<file path="config.mk">
export PLATFORM = sky130hd
export DESIGN_NAME = spi_slave
export DESIGN_NICKNAME = d
export VERILOG_FILES = /design/src/rtl/spi_slave.sv
export SDC_FILE = /design/constraint.sdc
export NUM_CORES = 1
export LEC_CHECK = 0
export ABC_AREA = 1
export CAP_MARGIN = 20
export CELL_PAD_IN_SITES_DETAIL_PLACEMENT = 1
export CELL_PAD_IN_SITES_GLOBAL_PLACEMENT = 1
export CORE_MARGIN = 1.5
export CORE_UTILIZATION = 45
export DETAILED_ROUTE_END_ITERATION = 8
export DONT_BUFFER_PORTS = 1
export PLACE_DENSITY = 0.78
export SLEW_MARGIN = 30
export SYNTH_ARGS = -nofsm -noshare
export SYNTH_HDL_FRONTEND = slang
export SYNTH_SLANG_ARGS = --single-unit
</file>
<file path="constraint.sdc">
create_clock -name clk -period 2.11 [get_ports clk]
set_clock_uncertainty 0.15 [all_clocks]
set_input_delay 0.422 -clock clk [delete_from_list [all_inputs] [get_ports clk]]
set_output_delay 0.422 -clock clk [all_outputs]
set_load 0.02 [all_outputs]
</file>
<file path="src/rtl/spi_slave.sv">
// spi_slave: SPI mode-0 receiver, MSB first, oversampled on the system clock.
// Delivers each complete WIDTH-bit word with a one-cycle valid strobe and
// reports frames aborted by chip-select deassertion with a one-cycle error strobe.
module spi_slave #(
  parameter int unsigned WIDTH = 16,
  parameter bit          SYNC  = 1'b1,
  localparam int unsigned CW   = $clog2(WIDTH + 1)
) (
  input  logic             clk,
  input  logic             reset,
  input  logic             spi_cs_l,
  input  logic             sclk,
  input  logic             spi_data,
  output logic [WIDTH-1:0] dataout,
  output logic             data_valid,
  output logic             frame_err,
  output logic             busy,
  output logic [CW-1:0]    counter
);

  typedef enum logic [1:0] {
    WAIT_CS = 2'd0,
    IDLE    = 2'd1,
    SHIFT   = 2'd2
  } state_e;

  logic sclk_s, cs_s, data_s;
  logic sclk_q;
  logic rise;

  state_e            state_q, state_d;
  logic [WIDTH-1:0]  shreg_q, shreg_d;
  logic [CW-1:0]     counter_q, counter_d;
  logic [WIDTH-1:0]  dataout_q, dataout_d;
  logic              data_valid_q, data_valid_d;
  logic              frame_err_q, frame_err_d;
  logic              busy_q, busy_d;

  // Input path: matched-depth pipelines keep sclk, cs and data aligned.
  if (SYNC) begin : g_sync
    logic [1:0] sclk_sync_q, cs_sync_q, data_sync_q;

    // Two-flop synchronizers; chip select resets to its inactive level.
    always_ff @(posedge clk) begin
      if (reset) begin
        sclk_sync_q <= 2'b00;
        cs_sync_q   <= 2'b11;
        data_sync_q <= 2'b00;
      end else begin
        sclk_sync_q <= {sclk_sync_q[0], sclk};
        cs_sync_q   <= {cs_sync_q[0], spi_cs_l};
        data_sync_q <= {data_sync_q[0], spi_data};
      end
    end

    assign sclk_s = sclk_sync_q[1];
    assign cs_s   = cs_sync_q[1];
    assign data_s = data_sync_q[1];
  end else begin : g_nosync
    assign sclk_s = sclk;
    assign cs_s   = spi_cs_l;
    assign data_s = spi_data;
  end

  // Previous sclk sample for rising-edge detection.
  always_ff @(posedge clk) begin
    if (reset) sclk_q <= 1'b0;
    else       sclk_q <= sclk_s;
  end

  assign rise = sclk_s & ~sclk_q;

  // State and registered outputs.
  always_ff @(posedge clk) begin
    if (reset) begin
      state_q      <= WAIT_CS;
      shreg_q      <= '0;
      counter_q    <= '0;
      dataout_q    <= '0;
      data_valid_q <= 1'b0;
      frame_err_q  <= 1'b0;
      busy_q       <= 1'b0;
    end else begin
      state_q      <= state_d;
      shreg_q      <= shreg_d;
      counter_q    <= counter_d;
      dataout_q    <= dataout_d;
      data_valid_q <= data_valid_d;
      frame_err_q  <= frame_err_d;
      busy_q       <= busy_d;
    end
  end

  // Next-state: wait for cs idle, arm, then shift until full word or abort.
  always_comb begin
    state_d      = state_q;
    shreg_d      = shreg_q;
    counter_d    = counter_q;
    dataout_d    = dataout_q;
    data_valid_d = 1'b0;
    frame_err_d  = 1'b0;

    case (state_q)
      WAIT_CS: begin
        if (cs_s) state_d = IDLE;
      end
      IDLE: begin
        if (!cs_s) begin
          shreg_d   = '0;
          counter_d = '0;
          state_d   = SHIFT;
        end
      end
      SHIFT: begin
        // The final bit wins over a simultaneous cs deassertion.
        if (rise && (counter_q == CW'(WIDTH - 1))) begin
          shreg_d      = {shreg_q[WIDTH-2:0], data_s};
          dataout_d    = {shreg_q[WIDTH-2:0], data_s};
          counter_d    = CW'(WIDTH);
          data_valid_d = 1'b1;
          state_d      = WAIT_CS;
        end else if (cs_s) begin
          frame_err_d = 1'b1;
          state_d     = IDLE;
        end else if (rise) begin
          shreg_d   = {shreg_q[WIDTH-2:0], data_s};
          counter_d = counter_q + CW'(1);
        end
      end
      default: state_d = WAIT_CS;
    endcase

    busy_d = (state_d == SHIFT);
  end

  assign dataout    = dataout_q;
  assign data_valid = data_valid_q;
  assign frame_err  = frame_err_q;
  assign busy       = busy_q;
  assign counter    = counter_q;

endmodule

</file>
# Word-level counts from Yosys, hierarchy flattened
# Cells that the tools add are included.
word_totals:
  register_bits: 48
  inputBits: 5
  out_inout_bits: 24
  wordCells: 45
classes:
  n_addsub: 1
  n_eq_ne: 7
  n_mux: 16
  bitwise: 3
  n_reduce_logical: 7
ops:
  columns: ["op", "count"]
  rows:
  - ["$mux 15", 4]
  - ["$pmux 15 s2", 1]
  - ["$mux 5", 4]
  - ["$pmux 5 s2", 1]
  - ["$mux 2", 3]
  - ["$ne 3x3->1 const B", 2]
  - ["$pmux 2 s3", 1]
  - ["$add 5x1->5 const B", 1]
  - ["$eq 5x4->1 const B", 1]
  - ["$eq 2x2->1 const B", 2]
  - ["$reduce_and 4->1", 1]
  - ["$reduce_or 3->1", 1]
  - ["$eq 2x1->1 const B", 1]
  - ["$logic_not 2->1", 1]
  - ["$mux 1", 2]
  - ["$ne 2x2->1 const B", 1]
  - ["$not 1->1", 2]
  - ["$reduce_and 2->1", 1]
  - ["$reduce_bool 2->1", 1]
  - ["$reduce_or 2->1", 1]
  - ["$and 1x1->1", 1]
  - ["$logic_and 1x1->1", 1]

# Logic depth before layout (Yosys ltp)
depth:
  word_depth: 6
  mapped_depth: 11
  ltp_nobuf: 11

# Worst setup path before layout
# No wires, ideal clock.
synth_timing:
  kind: "register to register"
  start: "register counter_q[0] (netlist: counter[0])"
  end: "register counter_q[4] (netlist: counter[4])"
  setup_time_ns: 0.111
  arrival_ns: 1.691
  required_time_ns: 1.849
  setup_slack_ns: 0.158
  stages_incl_launch_ff: 11
  path_buffers: 1
  synth_period_minus_slack_ns: 1.952
  cell_sequence: "dfxtp_1 -> ha_1 -> nand2_1 -> nor2_1 -> ha_1 -> nand3_4 -> o21bai_4 -> buf_2 -> nand3_1 -> nand2_1 -> nor2_2"
synth_via:
  elab_chain_cells: 5
  elab_cells_between_ends: 10
synth_lines:
  columns: ["item", "line_no", "text"]
  rows:
  - ["start: declaration", "33", "logic [CW-1:0] counter_q, counter_d;"]
  - ["start signal: assignment", "86", "counter_q <= counter_d;"]
  - ["$add 5x1->5", "127", "counter_d = counter_q + CW'(1);"]
  - ["$mux 5", "125", "end else if (rise) begin"]
  - ["$mux 5", "122", "end else if (cs_s) begin"]
  - ["$mux 5", "116", "if (rise && (counter_q == CW'(WIDTH - 1))) begin"]
  - ["$pmux 5 s2", "103", "case (state_q)"]
# Parallel ways exist; a longest one is shown, timed or not. The select of a mux whose other input is x is not followed.
# A chain may end at the register's enable or synchronous reset.

# Worst setup path after layout
layout_timing:
  start: "register counter_q[0] (netlist: counter[0])"
  end: "register shreg_q[8]"
layout_via:
  elab_chain_cells: 4
  elab_cells_between_ends: 7
layout_lines:
  columns: ["item", "line_no", "text"]
  rows:
  - ["$eq 5x4->1 *", "116", null]
  - ["$logic_and 1x1->1 *", "116", null]
  - ["$ne 3x3->1 (no source line) or $mux 15 (tied branches)", null, null]
  - ["$reduce_and 4->1 (no source line) or $pmux 15 s2 (tied branches)", null, null]
  - ["end signal: assignment", "85", "shreg_q <= shreg_d;"]
  - ["end: declaration", "32", "logic [WIDTH-1:0] shreg_q, shreg_d;"]
# Mark *: on every way between the ends. The rest lies on a longest branch, timed or not.

==> impl_metrics.tcl <==
set metrics [dict create \
    clk_transition_reported_paths_ps 90 \
    path_max_fanout 10 \
    max_stage_delay_ps 350 \
    detail_route.first_pass.iterations 4 \
    clock_tree.root_cell "clkbuf_8" \
    grt_max_degree 25 \
    rsz_0062_raised_after_global_routing "no" \
    outcome "complete, no violations" \
    critical_path.startpoint "counter[0]" \
    wl_per_cell_um 12.78 \
    total_area_of_sequential_cells_um2 960.9 \
    critical_path.startpoint_type "flop" \
    placementRows 24 \
    timing.critical_path.arrival_ps 1980 \
    fillerInstances 554 \
    num_io_pins 29 \
    regToRegStartpoint "counter[0]" \
    insertion_delay_ps 310 \
    crit_end "shreg_q[8]" \
    final_cell_count_no_fill 316 \
    numClockSinks 48 \
    synth_area_per_cell_um2 7.725 \
    fin_ws_ps 187.4 \
    maxCapViolations 0 \
    hold_viol_final 0 \
    dp_worst_setup_slack_ps 199.8 \
    synth-seq-area-share_pct 48.03 \
    cts_max_path_buffers 2 \
    postSynth.asyncResetShare_pct 0 \
    worstSetupPathType "reg2reg" \
    cts_tree "done" \
    grt_pass1_wl_um 7376 \
    slew_violations 0 \
    multiInputGateArea_um2 883.3 \
    mappedNetlistArea_mm2 0.002001 \
    crit_path_top_delay_cell "dfxtp_1" \
    vias 1572 \
    period_share_pct 91.12 \
    track_usage_pct 18.78 \
    grt_overflow_total 0 \
    worst_max_slew_pin_slew_ps 323.6 \
    yosysWarningCount 0 \
    die_x_um 69.68 \
    dr.first_iter.drc_count 73 \
    post_synth_inst_count 259 \
    routed_via_density 4.975 \
    design.die.area_mm2 0.004855 \
    vdd_drop_max_mv 0.2883 \
    tritoncts.num_buffers 5 \
    number_of_different_library_cells_in_the_post_synthesis_netlist 25 \
    power_per_cell_area_mw_per_mm2 751.2 \
    gp_congestion 0.7285 \
    timing.hold.worst.class "in2reg" \
    static-leakage-power_uw 0.0009655 \
    critical_path.endpoint_type "flop" \
    total_power_uw 1614 \
    tmin_final_ps 1923 \
    cp.depth 10 \
    timing.critical_path.max_delay_family "simple AND/OR/NAND/NOR gates" \
    reg2reg_depth 10 \
    grt_pass1_vias 1662 \
    ys_dominant_reg_cell "dfxtp_1" \
    slew_headroom_pct 78.39 \
    ctsHtreeMaxLevel 2 \
    totalNegativeSetupSlack_ps 0 \
    final_nets 270 \
    ctsHoldBuffers 0 \
    postSynthNetCount 266 \
    cts.repair.resized 0 \
    setup_violations 0 \
    timing.critical_path.buf_inv 1 \
    wirelength_um 4040 \
    worst_hold_path.num_cells 1 \
    clock.fmax_mhz 520.1 \
    postSynthRegisterBits 48 \
    syn2layout_area_growth_pct 7.380 \
    grt_antenna_before_repair 0 \
    share_of_cells_above_drive_strength_1_pct 19.70 \
    drt_drc_violations_left 0 \
    cts_setup_buffers 0 \
    design.core.area_mm2 0.004324 \
    timing.rr.end "shreg_q[8]" \
    cell_area_after_layout_mm2 0.002148 \
    dp.final_hpwl_um 2738 \
    n_antenna_cell 0 \
    ant_nets 0 \
    die_height_um 69.68 \
    cell_total_after_placement 308 \
    port_buffers 0 \
    postPlaceCellArea_mm2 0.002054 \
    ordered_cell_list_for_the_critical_path "ha_1 > nand2_1 > nor2_1 > ha_1 > nand3_4 > o21bai_4 > buf_4 > nand3_1 > nand2_1 > nor2_1" \
    number_of_synthesized_flops_with_an_enable_pin 0 \
    starting_density_of_the_core_pct 46.27 \
    regToRegSetupSlack_ps 190 \
    timing.critical_path.required_ps 2160 \
]
-- sequential cells by signal, indices dropped and copies added (netlist names) --
signal / cells
counter: 5
data_valid: 1
frame_err: 1
g_sync.data_sync_q: 2
g_sync.sclk_sync_q: 2
dataout: 16
state_q: 2
g_sync.cs_sync_q: 2
sclk_q: 1
shreg_q: 15
busy: 1
-- worst reg2reg max path, stage by stage (launching register included) --
cell      delay, ps
dfxtp_1         350
ha_1            170
nand2_1          70
nor2_1           90
ha_1            200
nand3_4         140
o21bai_4        240
buf_4           210
nand3_1         100
nand2_1          80
nor2_1           40
-- worst min path at each step --
stage / from / end / slack [ps]
after floorplan: g_sync.data_sync_q[0] / g_sync.data_sync_q[1] / 240
after global placement: g_sync.data_sync_q[0] / g_sync.data_sync_q[1] / 240
after detailed placement: g_sync.sclk_sync_q[0] / g_sync.sclk_sync_q[1] / 250
after CTS: reset / g_sync.sclk_sync_q[0] / 20
after global routing: reset / sclk_q / 10
final: reset / state_q[1] / 20
-- area by class of cell --
class                   instances  area share [%]
inverters                      18           3.611
flip-flops and latches         48           44.73
clock buffers                   7           4.019
repair buffers                  9           3.145
clock inverters                 1          0.3494
multi-input cells             181           41.12
well taps                      52           3.029
-- cell usage in the layout (no fill, tap or decap) --
master / netlist / final
buf_4: 1 / 9
o21bai_4: 1 / 1
nand2_4: 4 / 4
a211oi_1: 2 / 2
nor2_1: 60 / 60
or2_4: 1 / 1
nand2_1: 46 / 46
clkbuf_8: 0 / 6
dfxtp_1: 48 / 48
inv_6: 2 / 2
a21oi_1: 2 / 2
ha_1: 2 / 2
nand3_1: 22 / 22
o21ai_0: 15 / 15
inv_1: 12 / 12
o21ai_1: 1 / 1
clkbuf_1: 4 / 1
clkinv_1: 1 / 1
or2_2: 2 / 2
clkinvlp_4: 0 / 1
nand3_4: 1 / 1
nor2_2: 21 / 21
inv_2: 3 / 3
nor2_4: 1 / 1
-- layer usage --
metal	global-route usage [%]	part of all wire, %
met1	23.53	49
met5	0	0
met2	30.56	45
met3	5.233	4.2
met4	7.692	1.9
-- synth_stat cells (all sizes together), types with 2 or more instances --
master  instances  area (µm²)
inv            17       73.82
or2             3       21.27
a211oi          2       15.01
nand3          23       127.6
buf             8       63.81
ha              2       25.02
nor2           82       367.9
nand2          50       217.7
o21ai          16       80.07
a21oi           2       10.01
dfxtp          48       960.9
clkbuf          4       15.01
-- stage by stage --
step	hold slack, ps	util, %
finish	22.09	49.68
floorplan	238.3	-
global route	12.55	49.68
global placement	239.1	47.51
CTS	16.52	49.68
detailed placement	247.9	47.51
-- power by group --
part / leakage (µW) / switching [µW] / total (µW) / internal (µW)
logic: 0.000531 / 64.6 / 100 / 35.5
clock network: 0.0000445 / 307 / 574 / 267
registers: 0.000390 / 15.2 / 940 / 925
total: 0.000965 / 387 / 1610 / 1230
-- logic make-up (layout without fill, tap and decap cells) --
group | Yosys count | count (layout) | synth area share, %
AND/OR/NAND/NOR | 158 | 158 | 36.71
flip-flops | 48 | 48 | 48.03
adder cells (fa/ha/maj) | 2 | 2 | 1.251
buffers and inverters | 30 | 35 | 7.817
AO/OA/AOI/OAI | 21 | 21 | 6.191
Power figures use the tool's default switching activity.
